## config.mk

```make
export PLATFORM = sky130hd
export DESIGN_NAME = serial_add_sub
export DESIGN_NICKNAME = d
export VERILOG_FILES = /design/src/rtl/alu_pkg.sv /design/src/rtl/serial_add_sub_full_adder.sv /design/src/rtl/serial_add_sub.sv
export SDC_FILE = /design/constraint.sdc
export NUM_CORES = 1
export LEC_CHECK = 0
export BUFFER_PORTS_ARGS = -buffer_cell sky130_fd_sc_hd__buf_4
export CORE_UTILIZATION = 59
export DETAILED_ROUTE_END_ITERATION = 16
export GPL_ROUTABILITY_DRIVEN = 0
export PLACE_DENSITY = 0.91
export SLEW_MARGIN = 20
export SYNTH_ARGS = -nofsm -noshare
export SYNTH_HDL_FRONTEND = slang
export SYNTH_SLANG_ARGS = --single-unit
```

## constraint.sdc

```tcl
create_clock -name clk -period 2.4 [get_ports clk]
set_input_delay 0.36 -clock clk [delete_from_list [all_inputs] [get_ports clk]]
set_output_delay 0.36 -clock clk [all_outputs]
set_load 0.03 [all_outputs]
```

## src/rtl/alu_pkg.sv

```systemverilog
// alu_pkg: shared ALU types and defaults
package alu_pkg;
  typedef enum logic [1:0] {IDLE, RUN, DONE} state_e;
  localparam int WIDTH_DEF = 16;
endpackage

```

## src/rtl/serial_add_sub_full_adder.sv

```systemverilog
// full_adder: single-bit full adder cell
module full_adder (
  input  logic a,
  input  logic b,
  input  logic c,
  output logic carry,
  output logic sum
);
  assign sum   = a ^ b ^ c;
  assign carry = (a & b) | (c & (a ^ b));
endmodule

```

## src/rtl/serial_add_sub.sv

```systemverilog
// serial_add_sub: bit-serial add/sub, LSB first; status flags with SERIAL_ADD_SUB_FLAGS_EN
module serial_add_sub
  import alu_pkg::*;
#(
  parameter int WIDTH = WIDTH_DEF
) (
  input  logic             clk,
  input  logic             rst_n,
  input  logic             in_valid,
  output logic             in_ready,
  input  logic [WIDTH-1:0] a,
  input  logic [WIDTH-1:0] b,
  input  logic             sub,
  output logic             out_valid,
  input  logic             out_ready,
  output logic [WIDTH-1:0] result,
  output logic             carry_out
`ifdef SERIAL_ADD_SUB_FLAGS_EN
  ,
  output logic             zero,
  output logic             neg,
  output logic             overflow
`endif
);
  localparam int CW = $clog2(WIDTH);
  state_e           state_q, state_d;
  logic [WIDTH-1:0] sa_q, sb_q, rs_q, result_q, res_d;
  logic [CW-1:0]    cnt_q;
  logic             c_q, cout_q, fa_sum, fa_carry, accept, last;
  full_adder u_fa (
    .a    (sa_q[0]),
    .b    (sb_q[0]),
    .c    (c_q),
    .carry(fa_carry),
    .sum  (fa_sum)
  );
  assign in_ready  = state_q == IDLE;
  assign out_valid = state_q == DONE;
  assign accept    = in_valid && in_ready;
  assign last      = state_q == RUN && cnt_q == CW'(WIDTH - 1);
  assign res_d     = {fa_sum, rs_q[WIDTH-1:1]};
  assign result    = result_q;
  assign carry_out = cout_q;
  // state register
  always_ff @(posedge clk or negedge rst_n)
    if (!rst_n) state_q <= IDLE;
    else        state_q <= state_d;
  // next state: accept -> serial run -> hold result until consumed
  always_comb begin
    state_d = state_q;
    if (state_q == IDLE && accept) state_d = RUN;
    if (last) state_d = DONE;
    if (state_q == DONE && out_ready) state_d = IDLE;
  end
  // operand load, one bit per cycle through the adder cell, result capture on the last bit
  always_ff @(posedge clk or negedge rst_n)
    if (!rst_n) begin
      sa_q     <= '0;
      sb_q     <= '0;
      rs_q     <= '0;
      result_q <= '0;
      cnt_q    <= '0;
      c_q      <= 1'b0;
      cout_q   <= 1'b0;
    end else if (accept) begin
      sa_q  <= a;
      sb_q  <= sub ? ~b : b;
      c_q   <= sub;
      cnt_q <= '0;
    end else if (state_q == RUN) begin
      sa_q  <= sa_q >> 1;
      sb_q  <= sb_q >> 1;
      rs_q  <= res_d;
      c_q   <= fa_carry;
      cnt_q <= cnt_q + CW'(1);
      if (last) begin
        result_q <= res_d;
        cout_q   <= fa_carry;
      end
    end
`ifdef SERIAL_ADD_SUB_FLAGS_EN
  logic zero_q, neg_q, ovf_q;
  assign zero     = zero_q;
  assign neg      = neg_q;
  assign overflow = ovf_q;
  // flags: on the last bit c_q is the carry into the MSB, fa_carry the carry out of it
  always_ff @(posedge clk or negedge rst_n)
    if (!rst_n) begin
      zero_q <= 1'b0;
      neg_q  <= 1'b0;
      ovf_q  <= 1'b0;
    end else if (last) begin
      zero_q <= res_d == '0;
      neg_q  <= fa_sum;
      ovf_q  <= c_q ^ fa_carry;
    end
`endif
endmodule

```

==> results.json, run 1 <==
{
  "cts-buffers-inserted": 9,
  "io_pins": 56,
  "final_cell_mix": "83 x nand2_1, 71 x dfrtp_1, 58 x buf_4",
  "whs_ns": 0.120,
  "avgSynthCellArea_um2": 10.6,
  "seq_area_frac_synth": 0.573,
  "final_common_cell": "nand2_1",
  "ctsHtreeMaxLevel": 3,
  "hpwlAfterDp_um": 3760,
  "min_path_type": "input pin to async pin",
  "post-cts-setup-buffers": 0,
  "die_x_um": 74.5,
  "worst_slack_ns": 0.776,
  "first_global_vias": 2213,
  "avgViaCountPerCell": 5.48,
  "antenna_cells": 0,
  "finalHoldViolations": 0,
  "wl_per_cell_um": 14.1,
  "use_met3": 0.0556,
  "row_count": 26,
  "numPortBuffers": 55,
  "dr.pass1.iters": 6,
  "path_clk_slew_ns": 0.07,
  "area_growth_pct": 18.3,
  "dieHeight_um": 74.5,
  "track_usage": 0.241,
  "synth_fp_nets": 331,
  "finalSetupTns_ns": 0,
  "drt-total-wl_um": 5850,
  "ys_ff_latch": 71,
  "yosysWarnings": 0,
  "final.setup_skew_ns": 0.00849,
  "crit_fanout": 35,
  "grt_pass1_wl_um": 9890,
  "crit_required_ns": 2.63,
  "slew_headroom": 0.427,
  "grt_max_degree": 72,
  "cts_tree": "built",
  "clockRootBuffer": "clkbuf_8",
  "gr-usage-met2": 0.400,
  "drive_gt1_frac": 0.265,
  "cap_violations": 0,
  "critPathLaunchType": "register",
  "gr-total-overflow": 0,
  "antenna_found_initial": 0,
  "coreArea_um2": 5070,
  "status": "complete, no violations",
  "place_ws_ns": 0.799,
  "finalCriticalPeriod_ns": 1.62,
  "finalMaxSlewViolations": 0,
  "cts_hold_buf": 0,
  "ctsLongestPathBuffers": 2,
  "peakVddDrop_uv": 904,
  "syn_area_um2": 3100,
  "dieArea_um2": 5550,
  "num_vias": 2270,
  "drtIter0Drc": 206,
  "worst_pin_slew_ns": 0.859,
  "synth_cell_types": 28,
  "grt_setup_unrepaired": "false",
  "fillCellCount": 376,
  "finalSetupViolations": 0,
  "cts_num_sinks": 71,
  "synthCells": 292,
  "finalCritPeriodShare": 0.677,
  "post_cts_resized": 0,
  "start_util": 0.611,
  "p_leak_uw": 0.00184,
  "clk_latency_ns": 0.34,
  "met1_usage": 0.296,
  "worstPathArrival_ns": 1.86,
  "setup.worst_path.end_class": "register",
  "drc": 0,
  "fmax_ghz": 0.616,
  "crit_type": "register to register",
  "nets": 381,
  "ant_nets": 0,
  "busiest_layer": "met2",
  "p_per_area_nw_per_um2": 1350
}
worst max-delay path, stage by stage, from the launching register on:
cell	delay (ns)
dfrtp_1	0.51
nand2b_1	0.29
buf_4	0.38
o21ai_0	0.13
o21ba_2	0.20
layout make-up:
| class | count | area (µm²) | area share |
|---|---|---|---|
| Timing Repair Buffer | 58 | 435 | 0.119 |
| Inverter | 1 | 3.75 | 0.00102 |
| Multi-Input combinational cell | 201 | 1200 | 0.327 |
| Clock buffer | 11 | 131 | 0.0358 |
| Sequential cell | 71 | 1780 | 0.484 |
| Tap cell | 70 | 87.6 | 0.0239 |
| Clock inverter | 2 | 35.0 | 0.00954 |
power by group:
part	leakage, µW	switching [µW]	internal (µW)
registers	0.000920	345	1710
logic	0.000832	1210	831
clock network	0.0000851	405	462
total	0.00184	1960	3010
state kept, by name, indices dropped and copies added, names as in the netlist:
signal,cells
result,16
sa_q,16
sb_q,16
rs_q,15
cnt_q,4
state_q,2
c_q,1
carry_out,1
logic make-up (layout without fill, tap and decap cells):
| logic type | Yosys count | count (layout) | share of synthesized area |
|---|---|---|---|
| DFF | 71 | 71 | 0.573 |
| buffers and inverters | 20 | 72 | 0.0427 |
| muxes | 18 | 18 | 0.0649 |
| AOI/OAI and AO/OA | 39 | 39 | 0.0980 |
| xor gates and xnor gates | 16 | 16 | 0.0452 |
| and+or+nand+nor | 126 | 126 | 0.166 |
| adders and majority gates | 2 | 2 | 0.0105 |
routing by layer:
metal  up-vias  routed length, µm
met3        14                249
met2        52               2920
met4         0                129
met1      1129               2550
li1       1075                  -
met5         -                  0
per-stage QoR:
stage                     total power (µW)   util  cell area (µm²)  instances
after floorplan                       3560      -             3100        292
after global placement                4000  0.691             3500        401
after detailed placement              4120  0.691             3500        401
after CTS                             4990  0.723             3670        414
after global routing                  5320  0.723             3670        414
final                                 4970  0.723             3670        414
synthesized netlist by cell type (all sizes together):
| cell | count | area [µm²] |
|---|---|---|
| nor2b | 2 | 12.5 |
| or3b | 1 | 11.3 |
| o21bai | 1 | 11.3 |
| a221o | 15 | 150 |
| a22oi | 2 | 15.0 |
| a31oi | 14 | 87.6 |
| ha | 1 | 12.5 |
| nor2 | 33 | 140 |
| xnor2 | 16 | 140 |
| dfrtp | 71 | 1780 |
| a21oi | 1 | 5.00 |
| mux2i | 1 | 10.0 |
| o21ba | 1 | 10.0 |
| o21ai | 5 | 25.0 |
| nand2 | 83 | 312 |
| nand2b | 1 | 6.26 |
| clkbuf | 5 | 18.8 |
| inv | 1 | 3.75 |
| fa | 1 | 20.0 |
| nand3 | 4 | 20.0 |
| mux2 | 17 | 191 |
| buf | 14 | 110 |
| nor3b | 1 | 7.51 |
| nand4 | 1 | 6.26 |
path summary, 6_finish.rpt:
kind	endpoint	slack, ns	cells after the start	from
min in group clk	sa_q[15]	0.24	3	a[15]
hold / removal	result[7]	0.12	1	rst_n
max in group asynchronous	sb_q[15]	1.71	1	rst_n
setup reg to reg	cnt_q[2]	0.78	4	state_q[1]
hold reg to reg	rs_q[11]	0.50	2	rs_q[12]
setup / recovery	cnt_q[2]	0.78	4	state_q[1]
Power figures use the tool's default switching activity.
==> run 2: changes to the inputs <==
- ABC_AREA: unset -> 1
- CORE_UTILIZATION: 59 -> 56
- PLACE_DENSITY: 0.91 -> 0.86
- clock period: 2.4 -> 1.5 ns (I/O delays scaled with it)
==> results.json, run 2 <==
{
  "status": "complete, no violations",
  "p_seq_frac": 0.537,
  "min_path_type": "input pin to register",
  "synth_cell_types": 25,
  "multi_input_area_um2": 1370,
  "yosysWarnings": 0,
  "finalCritPeriodShare": 0.951,
  "coreArea_um2": 5640,
  "seq_area_frac_synth": 0.527,
  "row_count": 27,
  "grt_max_degree": 36,
  "synth_top_area_frac": 0.527,
  "drive_gt1_frac": 0.193,
  "swShare": 0.210,
  "gr-usage-met2": 0.410,
  "yosysMostFrequentCell": "nand2_1",
  "cts-buffers-inserted": 9,
  "p_int_uw": 2810,
  "critPathLaunchType": "register",
  "fillCellCount": 435,
  "synthCells": 435,
  "numPortBuffers": 55,
  "finalCriticalPeriod_ns": 1.43,
  "area_growth_pct": 22.9,
  "reg2reg_depth": 5,
  "synthTopCellsByCount": "233 x nand2_1, 71 x dfrtp_1, 33 x o21ai_0, 26 x inv_1, 19 x nand3_1",
  "drc": 0,
  "avgViaCountPerCell": 5.05,
  "wl_per_cell_um": 11.9,
  "synth_edf_count": 0,
  "worst_pin_slew_ns": 0.435,
  "io_pins": 56,
  "finalSetupTns_ns": 0,
  "die_x_um": 79.6,
  "synth_area_leaders": "dfrtp_1 53%, nand2_1 26%, o21ai_0 4.9%",
  "fmax_ghz": 0.701,
  "crit_fanout": 6,
  "setup.worst_path.end_class": "output port",
  "slew_headroom": 0.709,
  "fin_area_um2": 4150,
  "dieArea_um2": 6340,
  "final.setup_skew_ns": 0.00454,
  "finalHoldViolations": 0,
  "syn_area_um2": 3370,
  "final_common_cell": "nand2_1",
  "finalSetupViolations": 0,
  "clk_latency_ns": 0.33,
  "dpl-instance-area_um2": 3870,
  "worst-r2r-setup-slack_ns": 0.08,
  "hpwlAfterDp_um": 4680,
  "synth_fp_nets": 474,
  "grt_setup_unrepaired": "false",
  "cts_tree": "built",
  "finalMaxSlewViolations": 0,
  "ys_ff_latch": 71,
  "clockRootBuffer": "clkbuf_8",
  "dr.pass1.iters": 5,
  "p_sw_uw": 749,
  "grt_pass1_wl_um": 11400,
  "worstPathArrival_ns": 1.20,
  "total_power_uw": 3560,
  "antenna_cells": 0,
  "cp-startpoint": "state_q[1]",
  "synthFlopType": "dfrtp_1",
  "antenna_found_initial": 0,
  "drtIter0Drc": 214,
  "final_cell_mix": "233 x nand2_1, 69 x dfrtp_1, 67 x buf_4",
  "met1_usage": 0.287,
  "r2r_end": "state_q[1]",
  "crit_type": "register to output port",
  "num_vias": 2904,
  "busiest_layer": "met2",
  "regArea_um2": 1780,
  "reg2reg_from": "cnt_q[0]",
  "ctsHtreeMaxLevel": 3,
  "path_clk_slew_ns": 0.07,
  "yosysTopAreaCell": "dfrtp_1",
  "first_global_vias": 2692,
  "ant_nets": 0,
  "start_util": 0.598,
  "use_met3": 0.0400,
  "ctsLongestPathBuffers": 2,
  "p_leak_uw": 0.00221,
  "p_clk_frac": 0.410,
  "avgSynthCellArea_um2": 7.75,
  "p_per_area_nw_per_um2": 859,
  "track_usage": 0.236,
  "dieHeight_um": 79.6,
  "endpoint": "in_ready",
  "drt-total-wl_um": 6850,
  "gr-total-overflow": 0,
  "cap_violations": 0,
  "synthArstFlopShare": 1.00,
  "peakVddDrop_uv": 518,
  "crit_required_ns": 1.27,
  "cts_num_sinks": 71,
  "nets": 537,
  "p_comb_frac": 0.053
}
==> run 2: cell count changes after synthesis, sizes merged, moves of 4 or more <==
cell | before | now
nand2 | 83 | 235
a221o | 15 | 0
nor2 | 33 | 6
mux2 | 17 | 0
o21ai | 5 | 35
a31oi | 14 | 0
xnor2 | 16 | 1
inv | 1 | 28
nand3 | 4 | 19
buf | 14 | 18
nand3b | 0 | 14
==> run 2: metrics by stage <==
stage,instances,hold slack [ns],setup WS (ns),util
after floorplan,435,-0.0706,0.197,-
after global placement,551,0.165,0.207,0.686
after detailed placement,551,0.167,0.138,0.686
after CTS,569,0.0772,0.0105,0.725
after global routing,575,0.0962,0.000491,0.735
final,575,0.0898,0.0737,0.735
==> run 2: power groups by stage <==
stage | Combinational (µW) | Clock [µW] | Sequential [µW]
floorplan | 61.3 | 0 | 1950
global placement | 183 | 0 | 1950
detailed placement | 188 | 0 | 1950
CTS | 191 | 1500 | 1910
global route | 213 | 1590 | 1910
finish | 188 | 1460 | 1910
==> run 2: final cells by class <==
cell class	instances	area share
tap	72	0.0217
timing repair buffer	73	0.147
clock buffer	12	0.0350
inverter	28	0.0253
multi-input combinational	315	0.331
sequential	71	0.429
clock inverter	4	0.0109
==> run 2: worst min-delay path by stage <==
stage           from    endpoint  slack [ns]  cells past startpoint
2_1_floorplan  rst_n         c_q       -0.07                      0
3_3_place_gp   rst_n     rs_q[9]        0.16                      1
3_5_place_dp   rst_n  result[10]        0.17                      1
4_1_cts        a[15]    sa_q[15]        0.08                      3
5_1_grt        a[15]    sa_q[15]         0.1                      3
6_report       a[15]    sa_q[15]        0.09                      3
==> run 2: logic make-up (layout without fill, tap and decap cells) <==
family	count (synthesis)	after routing	share of synthesized area
AO/OA/AOI/OAI	37	37	0.0560
XOR/XNOR	1	1	0.00260
adder cells (fa/ha/maj)	2	2	0.00964
buffers and inverters	49	117	0.0675
flip-flops	71	71	0.527
AND/OR/NAND/NOR	275	275	0.338
==> run 2: routing by layer <==
layer | up-vias | part of all wire
met5 | - | 0
met4 | 0 | 0.015
met3 | 10 | 0.040
met1 | 1353 | 0.45
met2 | 72 | 0.50
li1 | 1469 | -
==> run 2: critical path, stage by stage (launching register included) <==
cell and delay [ns]:
dfrtp_2 0.45, nor2_4 0.15, buf_8 0.12, buf_4 0.15
==> run 2: repair_timing <==
item,CTS,global route
resized for setup,4,0
setup buffers,1,6
setup endpoints to repair,1,4
pin swaps,1,1
hold buffers,1,0
hold endpoints to repair,27,0
==> run 3: changes to the inputs <==
- PLACE_DENSITY: 0.86 -> 0.78
==> results.json, run 3 (synthesized netlist as in run 2, its figures left out) <==
{
  "die_x_um": 79.6,
  "slew_headroom": 0.622,
  "antenna_found_initial": 0,
  "num_vias": 2897,
  "crit_type": "register to output port",
  "ctsHtreeMaxLevel": 3,
  "dpl-instance-area_um2": 3900,
  "peakVddDrop_uv": 565,
  "final_cell_mix": "233 x nand2_1, 71 x buf_4, 69 x dfrtp_1",
  "clk_latency_ns": 0.34,
  "finalHoldViolations": 0,
  "wl_per_cell_um": 12.3,
  "fillCellCount": 435,
  "track_usage": 0.258,
  "worst-r2r-setup-slack_ns": 0.08,
  "first_global_vias": 2775,
  "path_clk_slew_ns": 0.07,
  "whs_ns": 0.0885,
  "setup.worst_path.end_class": "output port",
  "start_util": 0.598,
  "grt_pass1_wl_um": 12400,
  "critPathLaunchType": "register",
  "fmax_ghz": 0.698,
  "ctsLongestPathBuffers": 2,
  "cts-buffers-inserted": 9,
  "coreArea_um2": 5640,
  "area_growth_pct": 25.0,
  "cts_num_sinks": 71,
  "gr-total-overflow": 0,
  "io_pins": 56,
  "drtIter0Drc": 186,
  "worst_pin_slew_ns": 0.568,
  "whs_path_depth": 3,
  "nets": 540,
  "finalMaxSlewViolations": 0,
  "numPortBuffers": 55,
  "grt_max_degree": 38,
  "dieHeight_um": 79.6,
  "finalSetupTns_ns": 0,
  "p_leak_uw": 0.00225,
  "cap_violations": 0,
  "endpoint": "out_valid",
  "utilization": 0.748,
  "finalCritPeriodShare": 0.955,
  "drive_gt1_frac": 0.200,
  "fin_area_um2": 4220,
  "drt-total-wl_um": 7120,
  "dr.pass1.iters": 4,
  "cts_tree": "built",
  "worstPathArrival_ns": 1.21,
  "dieArea_um2": 6340,
  "reg2reg_from": "state_q[0]",
  "crit_fanout": 4,
  "hpwlAfterDp_um": 4540,
  "status": "complete, no violations",
  "reg2reg_depth": 4,
  "clockRootBuffer": "clkbuf_8",
  "p_per_area_nw_per_um2": 937,
  "final_common_cell": "nand2_1",
  "final.setup_skew_ns": 0.00858,
  "grt_setup_unrepaired": "false",
  "avgViaCountPerCell": 5.01,
  "finalSetupViolations": 0,
  "r2r_end": "sa_q[7]",
  "antenna_cells": 0,
  "cp-startpoint": "state_q[1]",
  "min_path_type": "input pin to register",
  "ant_nets": 0,
  "finalCriticalPeriod_ns": 1.43,
  "drc": 0,
  "row_count": 27,
  "crit_required_ns": 1.27
}
[run 3: timing repair]
item | 4_1_cts | 5_1_grt
hold buffers | 1 | 0
gates resized for setup | 0 | 3
setup endpoints to repair | 1 | 21
buffers inserted | 3 | 3
pin swaps | 1 | 2
hold endpoints to repair | 35 | 0
[run 3: worst max-delay path: stages, from the launching register on]
cell and delay, ns:
dfrtp_2 0.43, inv_1 0.12, nor2_1 0.14, buf_4 0.18
[run 3: worst min-delay path by stage]
| stage | start | to |
|---|---|---|
| floorplan | rst_n | c_q |
| global placement | rst_n | result[9] |
| detailed placement | rst_n | result[8] |
| CTS | a[15] | sa_q[15] |
| global route | a[15] | sa_q[15] |
| finish | a[15] | sa_q[15] |
[run 3: cell type report]
cell class / instances / area [µm²] / area share
Clock inverter: 5 / 105 / 0.0249
Sequential cell: 71 / 1780 / 0.422
Multi-Input combinational cell: 315 / 1370 / 0.326
Inverter: 28 / 105 / 0.0249
Clock buffer: 11 / 141 / 0.0335
Tap cell: 72 / 90.1 / 0.0214
Timing Repair Buffer: 76 / 623 / 0.148
[run 3: metrics by stage]
stage	cells	total power (µW)	worst slack, ns
floorplan	435	2010	0.197
global placement	555	2140	0.137
detailed placement	555	2140	0.106
CTS	575	3980	0.00800
global route	578	4100	0.0150
finish	578	3950	0.0677
[run 3: layer usage]
layer | track usage | share of wire
met2 | 0.421 | 0.49
met3 | 0.0526 | 0.043
met5 | 0 | 0
met4 | 0.105 | 0.018
met1 | 0.335 | 0.45
[run 3: power breakdown]
group	internal, µW	switching [µW]
sequential	1910	0
clock	1150	697
combinational	93.1	97.3
